==> src/rtl/mem_arbiter_if.sv <==
// Request/response and memory-bus bundle shared by the requesters and mem_arbiter.
// master = requester/memory side (testbench or SoC glue), slave = the arbiter.
interface mem_arbiter_if #(
    parameter int NUM_PORTS = 2,
    parameter int ADDR_W    = 32,
    parameter int DATA_W    = 32
);
    logic [NUM_PORTS-1:0]        req_valid;
    logic [NUM_PORTS-1:0]        req_ready;
    logic [NUM_PORTS*ADDR_W-1:0] req_addr;
    logic [NUM_PORTS*DATA_W-1:0] req_wdata;
    logic [NUM_PORTS-1:0]        req_we;
    logic [NUM_PORTS-1:0]        rsp_valid;
    logic [DATA_W-1:0]           rsp_rdata;
    logic [ADDR_W-1:0]           memory__address;
    logic [DATA_W-1:0]           memory__write_data;
    logic                        memory__write_enable;
    logic [DATA_W-1:0]           memory__read_data;

    modport master (
        output req_valid, req_addr, req_wdata, req_we, memory__read_data,
        input  req_ready, rsp_valid, rsp_rdata,
               memory__address, memory__write_data, memory__write_enable
    );

    modport slave (
        input  req_valid, req_addr, req_wdata, req_we, memory__read_data,
        output req_ready, rsp_valid, rsp_rdata,
               memory__address, memory__write_data, memory__write_enable
    );
endinterface

==> src/rtl/mem_arbiter.sv <==
// Multi-port front-end onto a single fixed-latency memory: one grant per cycle,
// read/write tags tracked through a READ_LATENCY-deep pipe to route responses back.
module mem_arbiter #(
    parameter int NUM_PORTS    = 2,
    parameter int ADDR_W       = 32,
    parameter int DATA_W       = 32,
    parameter int READ_LATENCY = 1,
    parameter int ARB_MODE     = 0
) (
    input  logic             clk,
    input  logic             reset,
    mem_arbiter_if.slave     bus
);
    localparam int IDX_W = (NUM_PORTS > 1) ? $clog2(NUM_PORTS) : 1;
    localparam int LAST  = READ_LATENCY - 1;

    logic [IDX_W-1:0] ptr;
    logic [IDX_W-1:0] cand;
    logic [IDX_W-1:0] grant_idx;
    logic             grant_any;
    logic             grant_we;

    logic [READ_LATENCY-1:0]            tag_valid;
    logic [READ_LATENCY-1:0][IDX_W-1:0] tag_port;
    logic [READ_LATENCY-1:0]            tag_we;

    logic [NUM_PORTS-1:0] req_ready;
    logic [NUM_PORTS-1:0] rsp_valid;
    logic [DATA_W-1:0]    rsp_rdata;
    logic [ADDR_W-1:0]    mem_addr;
    logic [DATA_W-1:0]    mem_wdata;
    logic                 mem_we;

    // Scan from the lowest priority upward so the highest-priority hit is written last.
    always_comb begin
        grant_any = 1'b0;
        grant_idx = '0;
        cand      = '0;
        if (!reset) begin
            for (int i = NUM_PORTS - 1; i >= 0; i--) begin
                if (ARB_MODE == 1) begin
                    cand = IDX_W'(i);
                end else begin
                    cand = IDX_W'((int'(ptr) + i) % NUM_PORTS);
                end
                if (bus.req_valid[cand]) begin
                    grant_any = 1'b1;
                    grant_idx = cand;
                end
            end
        end
    end

    always_comb begin
        req_ready = '0;
        mem_addr  = '0;
        mem_wdata = '0;
        mem_we    = 1'b0;
        grant_we  = 1'b0;
        if (grant_any) begin
            req_ready[grant_idx] = 1'b1;
            mem_addr  = bus.req_addr[grant_idx*ADDR_W +: ADDR_W];
            mem_wdata = bus.req_wdata[grant_idx*DATA_W +: DATA_W];
            mem_we    = bus.req_we[grant_idx];
            grant_we  = bus.req_we[grant_idx];
        end
    end

    always_ff @(posedge clk) begin
        if (reset) begin
            ptr <= '0;
        end else if (ARB_MODE == 0 && grant_any) begin
            if (grant_idx == IDX_W'(NUM_PORTS - 1)) begin
                ptr <= '0;
            end else begin
                ptr <= grant_idx + 1'b1;
            end
        end
    end

    always_ff @(posedge clk) begin
        if (reset) begin
            tag_valid <= '0;
            tag_port  <= '0;
            tag_we    <= '0;
        end else begin
            tag_valid[0] <= grant_any;
            tag_port[0]  <= grant_idx;
            tag_we[0]    <= grant_we;
            for (int s = 1; s < READ_LATENCY; s++) begin
                tag_valid[s] <= tag_valid[s-1];
                tag_port[s]  <= tag_port[s-1];
                tag_we[s]    <= tag_we[s-1];
            end
        end
    end

    // Tags can still be live during the first reset cycle, so the strobe is gated too.
    always_comb begin
        rsp_valid = '0;
        rsp_rdata = '0;
        if (!reset && tag_valid[LAST]) begin
            rsp_valid[tag_port[LAST]] = 1'b1;
            if (!tag_we[LAST]) begin
                rsp_rdata = bus.memory__read_data;
            end
        end
    end

    assign bus.req_ready            = req_ready;
    assign bus.rsp_valid            = rsp_valid;
    assign bus.rsp_rdata            = rsp_rdata;
    assign bus.memory__address      = mem_addr;
    assign bus.memory__write_data   = mem_wdata;
    assign bus.memory__write_enable = mem_we;
endmodule

==> src/flat_wrapper.sv <==
// flat-port wrapper written by rule: the top's interface ports become plain ports
module mem_arbiter_flat 
#(
    parameter int NUM_PORTS    = 2,
    parameter int ADDR_W       = 32,
    parameter int DATA_W       = 32,
    parameter int READ_LATENCY = 1,
    parameter int ARB_MODE     = 0
)
  (clk, reset, bus_req_valid, bus_req_addr, bus_req_wdata, bus_req_we, bus_memory__read_data, bus_req_ready, bus_rsp_valid, bus_rsp_rdata, bus_memory__address, bus_memory__write_data, bus_memory__write_enable);
  mem_arbiter_if #(.NUM_PORTS(NUM_PORTS), .ADDR_W(ADDR_W), .DATA_W(DATA_W)) bus_i ();
  input  logic clk;
  input  logic reset;
  input wire logic [$bits(bus_i.req_valid)-1:0] bus_req_valid;
  input wire logic [$bits(bus_i.req_addr)-1:0] bus_req_addr;
  input wire logic [$bits(bus_i.req_wdata)-1:0] bus_req_wdata;
  input wire logic [$bits(bus_i.req_we)-1:0] bus_req_we;
  input wire logic [$bits(bus_i.memory__read_data)-1:0] bus_memory__read_data;
  output wire logic [$bits(bus_i.req_ready)-1:0] bus_req_ready;
  output wire logic [$bits(bus_i.rsp_valid)-1:0] bus_rsp_valid;
  output wire logic [$bits(bus_i.rsp_rdata)-1:0] bus_rsp_rdata;
  output wire logic [$bits(bus_i.memory__address)-1:0] bus_memory__address;
  output wire logic [$bits(bus_i.memory__write_data)-1:0] bus_memory__write_data;
  output wire logic [$bits(bus_i.memory__write_enable)-1:0] bus_memory__write_enable;
  assign bus_i.req_valid = bus_req_valid;
  assign bus_i.req_addr = bus_req_addr;
  assign bus_i.req_wdata = bus_req_wdata;
  assign bus_i.req_we = bus_req_we;
  assign bus_i.memory__read_data = bus_memory__read_data;
  assign bus_req_ready = bus_i.req_ready;
  assign bus_rsp_valid = bus_i.rsp_valid;
  assign bus_rsp_rdata = bus_i.rsp_rdata;
  assign bus_memory__address = bus_i.memory__address;
  assign bus_memory__write_data = bus_i.memory__write_data;
  assign bus_memory__write_enable = bus_i.memory__write_enable;
  mem_arbiter #(.NUM_PORTS(NUM_PORTS), .ADDR_W(ADDR_W), .DATA_W(DATA_W), .READ_LATENCY(READ_LATENCY), .ARB_MODE(ARB_MODE)) u_core (.clk(clk), .reset(reset), .bus(bus_i));
endmodule
==> config.mk <==
export PLATFORM = sky130hd
export DESIGN_NAME = mem_arbiter_flat
export DESIGN_NICKNAME = d
export VERILOG_FILES = /design/src/rtl/mem_arbiter_if.sv /design/src/rtl/mem_arbiter.sv /design/src/flat_wrapper.sv
export SDC_FILE = /design/constraint.sdc
export NUM_CORES = 1
export LEC_CHECK = 0
export ABC_AREA = 0
export ABC_CLOCK_PERIOD_IN_PS = 1040
export BUFFER_PORTS_ARGS = -buffer_cell sky130_fd_sc_hd__buf_4
export CORE_AREA = 2 2 103 105
export DETAILED_ROUTE_END_ITERATION = 10
export DIE_AREA = 0 0 105 107
export PLACE_DENSITY_LB_ADDON = 0.3
export SYNTH_ARGS = -nofsm -noshare
export SYNTH_HDL_FRONTEND = slang
export SYNTH_SLANG_ARGS = --single-unit
==> constraint.sdc <==
create_clock -name clk -period 1.04 [get_ports clk]
set_input_delay 0.052 -clock clk [delete_from_list [all_inputs] [get_ports clk]]
set_output_delay 0.052 -clock clk [all_outputs]
set_load 0.03 [all_outputs]
# Word-level counts from Yosys, hierarchy flattened
# Index checks and enable logic that the tools add are counted.
[word_totals]
reg_bits = 4
latchBits = 0
ram_bits = 0
mem_bits_ro = 0
in_bits = 166
out_inout_bits = 101
wordCells = 44
mem_count = 0
[classes]
n_addsub = 2
multipliers = 0
n_div = 0
n_lt_le_gt_ge = 6
eq_ne = 0
shift = 2
muxes = 26
bitwise_logic = 0
n_reduce_logical = 4
[ops]
columns = ["operator", "count"]
rows = [
  ["$mux 32", 4],
  ["$shiftx 64x7->32", 2],
  ["$mux 1", 18],
  ["$lt 1x2->1 const B", 4],
  ["$mux 2", 2],
  ["$logic_and 1x1->1", 3],
  ["$add 1x1->1 const B", 2],
  ["$demux 1 s1", 2],
  ["$ge 1x1->1 const B", 2],
  ["$logic_not 1->1", 1],
]

# Depth between registers and ports, before layout
# Gate-level depths: netlist of the first run.
[depth]
ltp_word = 12
mapped_depth = 6
mapped_depth_nobuf = 3

# Least setup slack after synthesis of the first run
# No wires, ideal clock.
[synth_path]
kind = "flip-flop to output port"
start = "register u_core.ptr"
end = "output port bus_memory__address[23]"
t_arrival_ns = 1.340
required_time_ns = 0.988
slack_ns = -0.352
stages_incl_launch_ff = 6
n_path_buf = 2
path_cell_list = "dfxtp_1 -> nand2b_1 -> buf_4 -> buf_2 -> a32oi_1 -> nor2_1"
[synth_via]
elab_chain_len = 9
word_cells_on_any_way = 15
classes_between = "add/sub (1); shift (1); mux (13)"
[synth_rtl]
columns = ["item", "line_no", "text"]
rows = [
  ["from (decl)", "mem_arbiter.sv:17", "logic [IDX_W-1:0] ptr;"],
  ["from (signal assigned)", "mem_arbiter.sv:76", "ptr <= grant_idx + 1'b1;"],
  ["$add 1x1->1", "mem_arbiter.sv:44", "cand = IDX_W'((int'(ptr) + i) % NUM_PORTS);"],
  ["$mux 1", "mem_arbiter.sv:39", "if (!reset) begin"],
  ["$mux 1 (not written as such) (2 in a row)", "mem_arbiter.sv:46", "if (bus.req_valid[cand]) begin"],
  ["$mux 1 (2 in a row)", "mem_arbiter.sv:46", ""],
  ["$mux 1", "mem_arbiter.sv:39", ""],
  ["$shiftx 64x7->32", "mem_arbiter.sv:62", "mem_addr = bus.req_addr[grant_idx*ADDR_W +: ADDR_W];"],
  ["$mux 32 (*)", "mem_arbiter.sv:60", "if (grant_any) begin"],
  ["to (decl)", "flat_wrapper.sv:22", "output wire logic [$bits(bus_i.memory__address)-1:0] bus_memory__address;"],
]
# Mark *: on every way between the ends. The rest lies on a longest branch, timed or not. The select of a mux whose other input is x is not followed.

# Worst setup path in the final report of the first run
[layout_path]
start = "register u_core.ptr"
end = "output port bus_memory__write_data[4]"
[layout_via]
elab_chain_len = 9
word_cells_on_any_way = 15
classes_between = "add/sub (1); shift (1); mux (13)"
[layout_rtl]
columns = ["item", "line_no", "text"]
rows = [
  ["$add 1x1->1", "mem_arbiter.sv:44", ""],
  ["$mux 1", "mem_arbiter.sv:39", ""],
  ["$mux 1 (not written as such) (2 in a row)", "mem_arbiter.sv:46", ""],
  ["$mux 1 (2 in a row)", "mem_arbiter.sv:46", ""],
  ["$mux 1", "mem_arbiter.sv:39", ""],
  ["$shiftx 64x7->32", "mem_arbiter.sv:63", "mem_wdata = bus.req_wdata[grant_idx*DATA_W +: DATA_W];"],
  ["$mux 32 (*)", "mem_arbiter.sv:60", ""],
  ["to (decl)", "flat_wrapper.sv:23", "output wire logic [$bits(bus_i.memory__write_data)-1:0] bus_memory__write_data;"],
]
# Marks and branches as above.

==> impl_metrics.tcl, run 1 <==
set metrics [dict create \
    gp_congestion 0.681 \
    fp.dieH_um 107 \
    regArea_um2 83.8 \
    drive_gt1_share_pct 88.1 \
    synthTopCellsByCount "nor2_1, a32oi_1, and2_1" \
    cts_buffer_depth 2 \
    dp.cells 595 \
    dieArea_um2 11200 \
    row_count 37 \
    syn-cell-area_um2 1340 \
    endpoint_kind "output port" \
    ios 267 \
    hold_violations 0 \
    fin_worst_skew_ps 0.952 \
    vdd_drop_max_mv 0.272 \
    globalRouteTotalUtil_pct 14.0 \
    num_vias 2765 \
    avgSynthCellArea_um2 6.29 \
    p_per_area_nw_per_um2 626 \
    power.total_uw 2730 \
    grt_max_degree 52 \
    synth_ff_type "dfxtp_1" \
    criticalPathCategory "reg2out" \
    maxCapViolCount 0 \
    clk_pin_slew_ps 30 \
    fmax_ghz 0.699 \
    die_w_um 105 \
    cp_data_required_time_ps 990 \
    yosysWarningCount 0 \
    drcViolationCount 0 \
    synth-simple-area-share_pct 38.2 \
    grt_pass1_wl_mm 13.0 \
    synth-compound-area-share_pct 43.9 \
    start_util_pct 13.3 \
    synth_edf_count 0 \
    drt-wirelength-per-cell_um 15.2 \
    period_share_pct 138 \
    synth_top_area_share_pct 42.5 \
    finalMaxSlewViolations 0 \
    r2r_start "u_core.ptr" \
    synthMuxAreaShare_pct 0 \
    seq_area_frac_synth_pct 5.98 \
    async_reset_ff_share_pct 0 \
    outcome "finished, violations left" \
    drt_pass1_iterations 4 \
    synth_most_common_cell "nor2_1" \
    cp-start-kind "flip-flop" \
    crit_start "u_core.ptr" \
    max-slew-margin-rel_pct 76.1 \
    worst_pin_slew_ps 358 \
    antenna_left 0 \
    diodes 0 \
    setup_ws_ps -392 \
    cts_tree "built" \
    worstPathMaxFanout 31 \
    area_growth_pct 226 \
    critPathSlowestCell "dfxtp_2" \
    grt-ovfl-total 0 \
    grt_pass1_vias 2676 \
    yosys.area.top_type "a32oi_1" \
    rsz0062_at_grt "true" \
    setup_viol 100 \
    synth.distinct_cells 16 \
    p_leak_uw 0.00201 \
    critPathMaxStageDelay_ps 330 \
    drt_wl_total_mm 9.20 \
    htree_levels 1 \
    synth_xor_area_share_pct 0 \
    min_from "bus_req_we[0]" \
    hold_path_class "in2reg" \
    violations "setup timing" \
    antenna_found_initial 1 \
    synth_top_family_by_area "compound AO/OA/AOI/OAI gates" \
    clock_latency_ps 220 \
    viasPerCell 4.57 \
    fin_nets 637 \
    multi_input_area_um2 1540 \
    syn-instance-count 213 \
    design.core.area_um2 10100 \
    place.port_buffers 266 \
    synth_nets 379 \
    cts_hold_buf 0 \
    cp_cell_sequence "nand2b_4 > buf_12 > a32oi_1 > nor2_2 > buf_4" \
    layoutNonFillerInstCount 605 \
    dr.first_iter.drc_count 129 \
    ys_top_cells_by_area "a32oi_1, nor2_1, and2_1" \
    dp_hpwl_mm 6.61 \
    period_minus_slack_ps 1430 \
    synth_fa_ha_area_share_pct 0 \
    cts.sinks 4 \
    root_buffer "clkbuf_8" \
    cts_buffers 3 \
    synth_seq_cells 4 \
    arrival_ps 1380 \
    fill_cells 982 \
]
per-layer routing:
layer	global-route usage (%)	vias up	part of all wire (%)
met5	0	-	0.11
met4	4.00	2	1.2
met3	4.56	8	10
met2	27.0	165	53
met1	14.4	1265	35
li1	-	1325	-
per-stage QoR:
step	hold slack (ps)	instance area [µm²]	util, %	TNS (ps)	worst slack (ps)
after floorplan	173	1620	-	-6610	-145
after global placement	372	3760	37.3	-9210	-183
after detailed placement	383	3760	37.3	-10740	-205
after CTS	124	4130	40.9	-32890	-394
after global routing	126	4360	43.2	-40770	-478
final	124	4360	43.2	-34030	-392
layout by cell type, fill, tap and decap left out:
cell / count
a211oi_1: 1
nand2_1: 1
clkbuf_16: 2
clkbuf_8: 3
nand2b_4: 1
a32oi_1: 47
buf_4: 216
a21boi_4: 1
nor3b_4: 1
and2_4: 32
dfxtp_2: 3
buf_8: 1
dfxtp_1: 1
nor2_4: 1
buf_16: 1
buf_12: 8
nor2b_4: 1
a32oi_2: 16
and3b_1: 1
nor3b_2: 1
buf_6: 58
nor2_1: 5
a32oi_4: 2
nor2_2: 65
layout make-up:
cell class                      instances  share of cell area [%]
Timing Repair Buffer                  286                    57.9
Multi-Input combinational cell        176                    35.3
Tap cell                              136                    3.90
Sequential cell                         4                    1.92
Clock buffer                            3                   0.946
kinds of logic after synthesis:
kind of cell           Yosys count
buffers and inverters           33
AO/OA/AOI/OAI                   67
AND/OR/NAND/NOR                109
flip-flops                       4
final timing paths:
| path | slack (ps) | depth (start not counted) | endpoint |
|---|---|---|---|
| worst min-delay path | 120 | 3 | u_core.tag_we |
| worst min register to register | 580 | 2 | u_core.ptr |
| worst max register to register | -70 | 5 | u_core.tag_we |
| worst max-delay path | -390 | 5 | bus_memory__write_data[4] |
critical path: cells and delay by family, from the launching register on:
kind | cells | cell delay, ps
buf+inv | 2 | 340
flops | 1 | 330
compound gates | 1 | 240
simple gates | 2 | 230
registers in the layout, indices dropped and copies added, names as in the netlist:
signal and flops:
u_core.ptr 1, u_core.tag_port 1, u_core.tag_valid 1, u_core.tag_we 1
report_power, final:
group          internal, µW  switching (µW)  total [µW]
registers               167            8.98         176
logic                  1120            1110        2220
clock network           247            84.8         332
timing repair:
item,4_1_cts,5_1_grt
setup endpoints to repair,100,103
resized for setup,58,58
buffers inserted,2,2
gates cloned,1,3
pin swaps,3,34
(Power assumes the default switching activity.)
==> inputs of run 2 (changes only) <==
--- a/config.mk
+++ b/config.mk
@@ -6,11 +6,11 @@
 export NUM_CORES = 1
 export LEC_CHECK = 0
 export ABC_AREA = 0
-export ABC_CLOCK_PERIOD_IN_PS = 1040
+export ABC_CLOCK_PERIOD_IN_PS = 1200
 export BUFFER_PORTS_ARGS = -buffer_cell sky130_fd_sc_hd__buf_4
-export CORE_AREA = 2 2 103 105
+export CORE_AREA = 3 3 101 103
 export DETAILED_ROUTE_END_ITERATION = 10
-export DIE_AREA = 0 0 105 107
+export DIE_AREA = 0 0 104 106
 export PLACE_DENSITY_LB_ADDON = 0.3
 export SYNTH_ARGS = -nofsm -noshare
 export SYNTH_HDL_FRONTEND = slang
==> constraint.sdc (replaced) <==
create_clock -name clk -period 1.2 [get_ports clk]
set_input_delay 0.06 -clock clk [delete_from_list [all_inputs] [get_ports clk]]
set_output_delay 0.06 -clock clk [all_outputs]
set_load 0.03 [all_outputs]
==> run 2 against run 1 <==
The flow still finishes with violations (setup timing). Clock skew up 0.76 ps. Largest power group unchanged. Routed wire length increased by 6.8%. Critical endpoint is now bus_memory__address[0]. First-iteration DRC count is 16% lower.
==> impl_metrics.tcl, run 2 (synthesis results as in run 1) <==
set metrics [dict create \
    cp_top_family "buffers and inverters" \
    ios 267 \
    p_leak_uw 0.00199 \
    path_buf_inv 2 \
    clk_pin_slew_ps 30 \
    fin_nets 637 \
    cts_tree "built" \
    dpl_worst_slack_ps -23.7 \
    rsz0062_at_grt "true" \
    max-slew-margin-rel_pct 82.8 \
    critPathMaxStageDelay_ps 340 \
    design.core.area_um2 9280 \
    power.total_uw 2290 \
    reg2reg_depth 5 \
    grt-ovfl-total 0 \
    diodes 0 \
    period_minus_slack_ps 1470 \
    antenna_found_initial 0 \
    grt_pass1_vias 2681 \
    drive_gt1_share_pct 82.7 \
    p_per_area_nw_per_um2 548 \
    start_util_pct 14.4 \
    drcViolationCount 0 \
    row_count 35 \
    grt_max_degree 46 \
    drt_wl_total_mm 9.83 \
    fp.dieH_um 106 \
    clock_latency_ps 210 \
    arrival_ps 1410 \
    root_buffer "clkbuf_8" \
    hold_depth 3 \
    globalRouteTotalUtil_pct 14.8 \
    htree_levels 1 \
    whs_ps 156 \
    cts_hold_buf 0 \
    setup_ws_ps -268 \
    criticalPathCategory "reg2out" \
    fmax_ghz 0.681 \
    hold_path_class "in2reg" \
    post-route-util_pct 44.9 \
    vdd_drop_max_mv 0.267 \
    dieArea_um2 11000 \
    setup_viol 100 \
    multi_input_area_um2 1360 \
    gp_congestion 0.750 \
    outcome "finished, violations left" \
    grt_pass1_wl_mm 13.7 \
    fill_cells 935 \
    cp_cell_sequence "a21boi_4 > buf_12 > a32oi_1 > nor2_1 > buf_4" \
    r2r_start "u_core.ptr" \
    drt_pass1_iterations 4 \
    num_vias 2746 \
    cp-start-kind "flip-flop" \
    layout_common_cells "buf_4, a32oi_1, nor2_2" \
    maxCapViolCount 0 \
    r2r-end "u_core.tag_we" \
    place.port_buffers 266 \
    cp_data_required_time_ps 1140 \
    area_growth_pct 211 \
    dr.first_iter.drc_count 109 \
    fin_worst_skew_ps 1.71 \
    worst_pin_slew_ps 259 \
    die_w_um 104 \
    viasPerCell 4.59 \
    critPathSlowestCell "dfxtp_2" \
    drt-wirelength-per-cell_um 16.4 \
    antenna_left 0 \
    worstPathMaxFanout 33 \
    cts_buffer_depth 2 \
    cts.sinks 4 \
    period_share_pct 122 \
    holdPathEnd "u_core.ptr" \
    finalMaxSlewViolations 0 \
    setup_tns_ps -19150 \
    layout_commonest_cell "buf_4" \
    dp_hpwl_mm 7.30 \
    violations "setup timing" \
    regArea_um2 82.6 \
    reg2reg_slack_ps -20 \
    min_from "bus_req_valid[0]" \
    endpoint_kind "output port" \
    cts_buffers 3 \
    hold_violations 0 \
]
[run 2: cell count changes in the layout (fill, tap and decap cells not counted), moves of 2 or more]
cell	delta
a32oi_1	+17
nor2_2	-6
nor2_1	+7
buf_6	-4
a32oi_4	-2
a32oi_2	-15
buf_4	+3
[run 2: per-stage QoR]
stage          cells  cell area, µm²
3_5_place_dp     588            3720
2_1_floorplan    213            1530
4_1_cts          593            3890
6_report         598            4170
5_1_grt          598            4170
3_3_place_gp     588            3720
[run 2: layout make-up]
type	count	area share [%]
repair buffers	286	60.5
multi-input cells	176	32.7
well taps	129	3.87
flip-flops and latches	4	1.98
clock buffers	3	0.990
[run 2: where the power goes]
group / switching (µW) / internal (µW)
Combinational: 924 / 933
Sequential: 8.76 / 144
Clock: 62.7 / 213
[run 2: repair_timing]
action / in CTS / in global routing
endpoints found under the setup margin: 100 / 100
pin swaps: 0 / 24
gates resized for setup: 32 / 59
setup buffers: 1 / 1
cloned: 1 / 4
[run 2: per-layer routing]
layer	global-route usage (%)	up-vias	wire, µm
met2	31.0	138	5610
li1	-	1321	-
met4	0.855	0	13
met1	15.5	1285	3510
met5	0	-	0
met3	3.10	2	700
[run 2: how the worst max path moves through the flow]
stage                                             to        from  depth (start not counted)  slack (ps)
after floorplan           bus_memory__write_data[12]  u_core.ptr                          5          -3
after global placement      bus_memory__write_enable  u_core.ptr                          5         -20
after detailed placement      bus_memory__address[0]  u_core.ptr                          5         -20
after CTS                     bus_memory__address[0]  u_core.ptr                          5        -260
after global routing          bus_memory__address[0]  u_core.ptr                          5        -330
final                         bus_memory__address[0]  u_core.ptr                          5        -270
[run 2: worst min-delay path, cell delays in order]
cell and delay, ps:
buf_4 130, nor2_1 80, a211oi_1 50
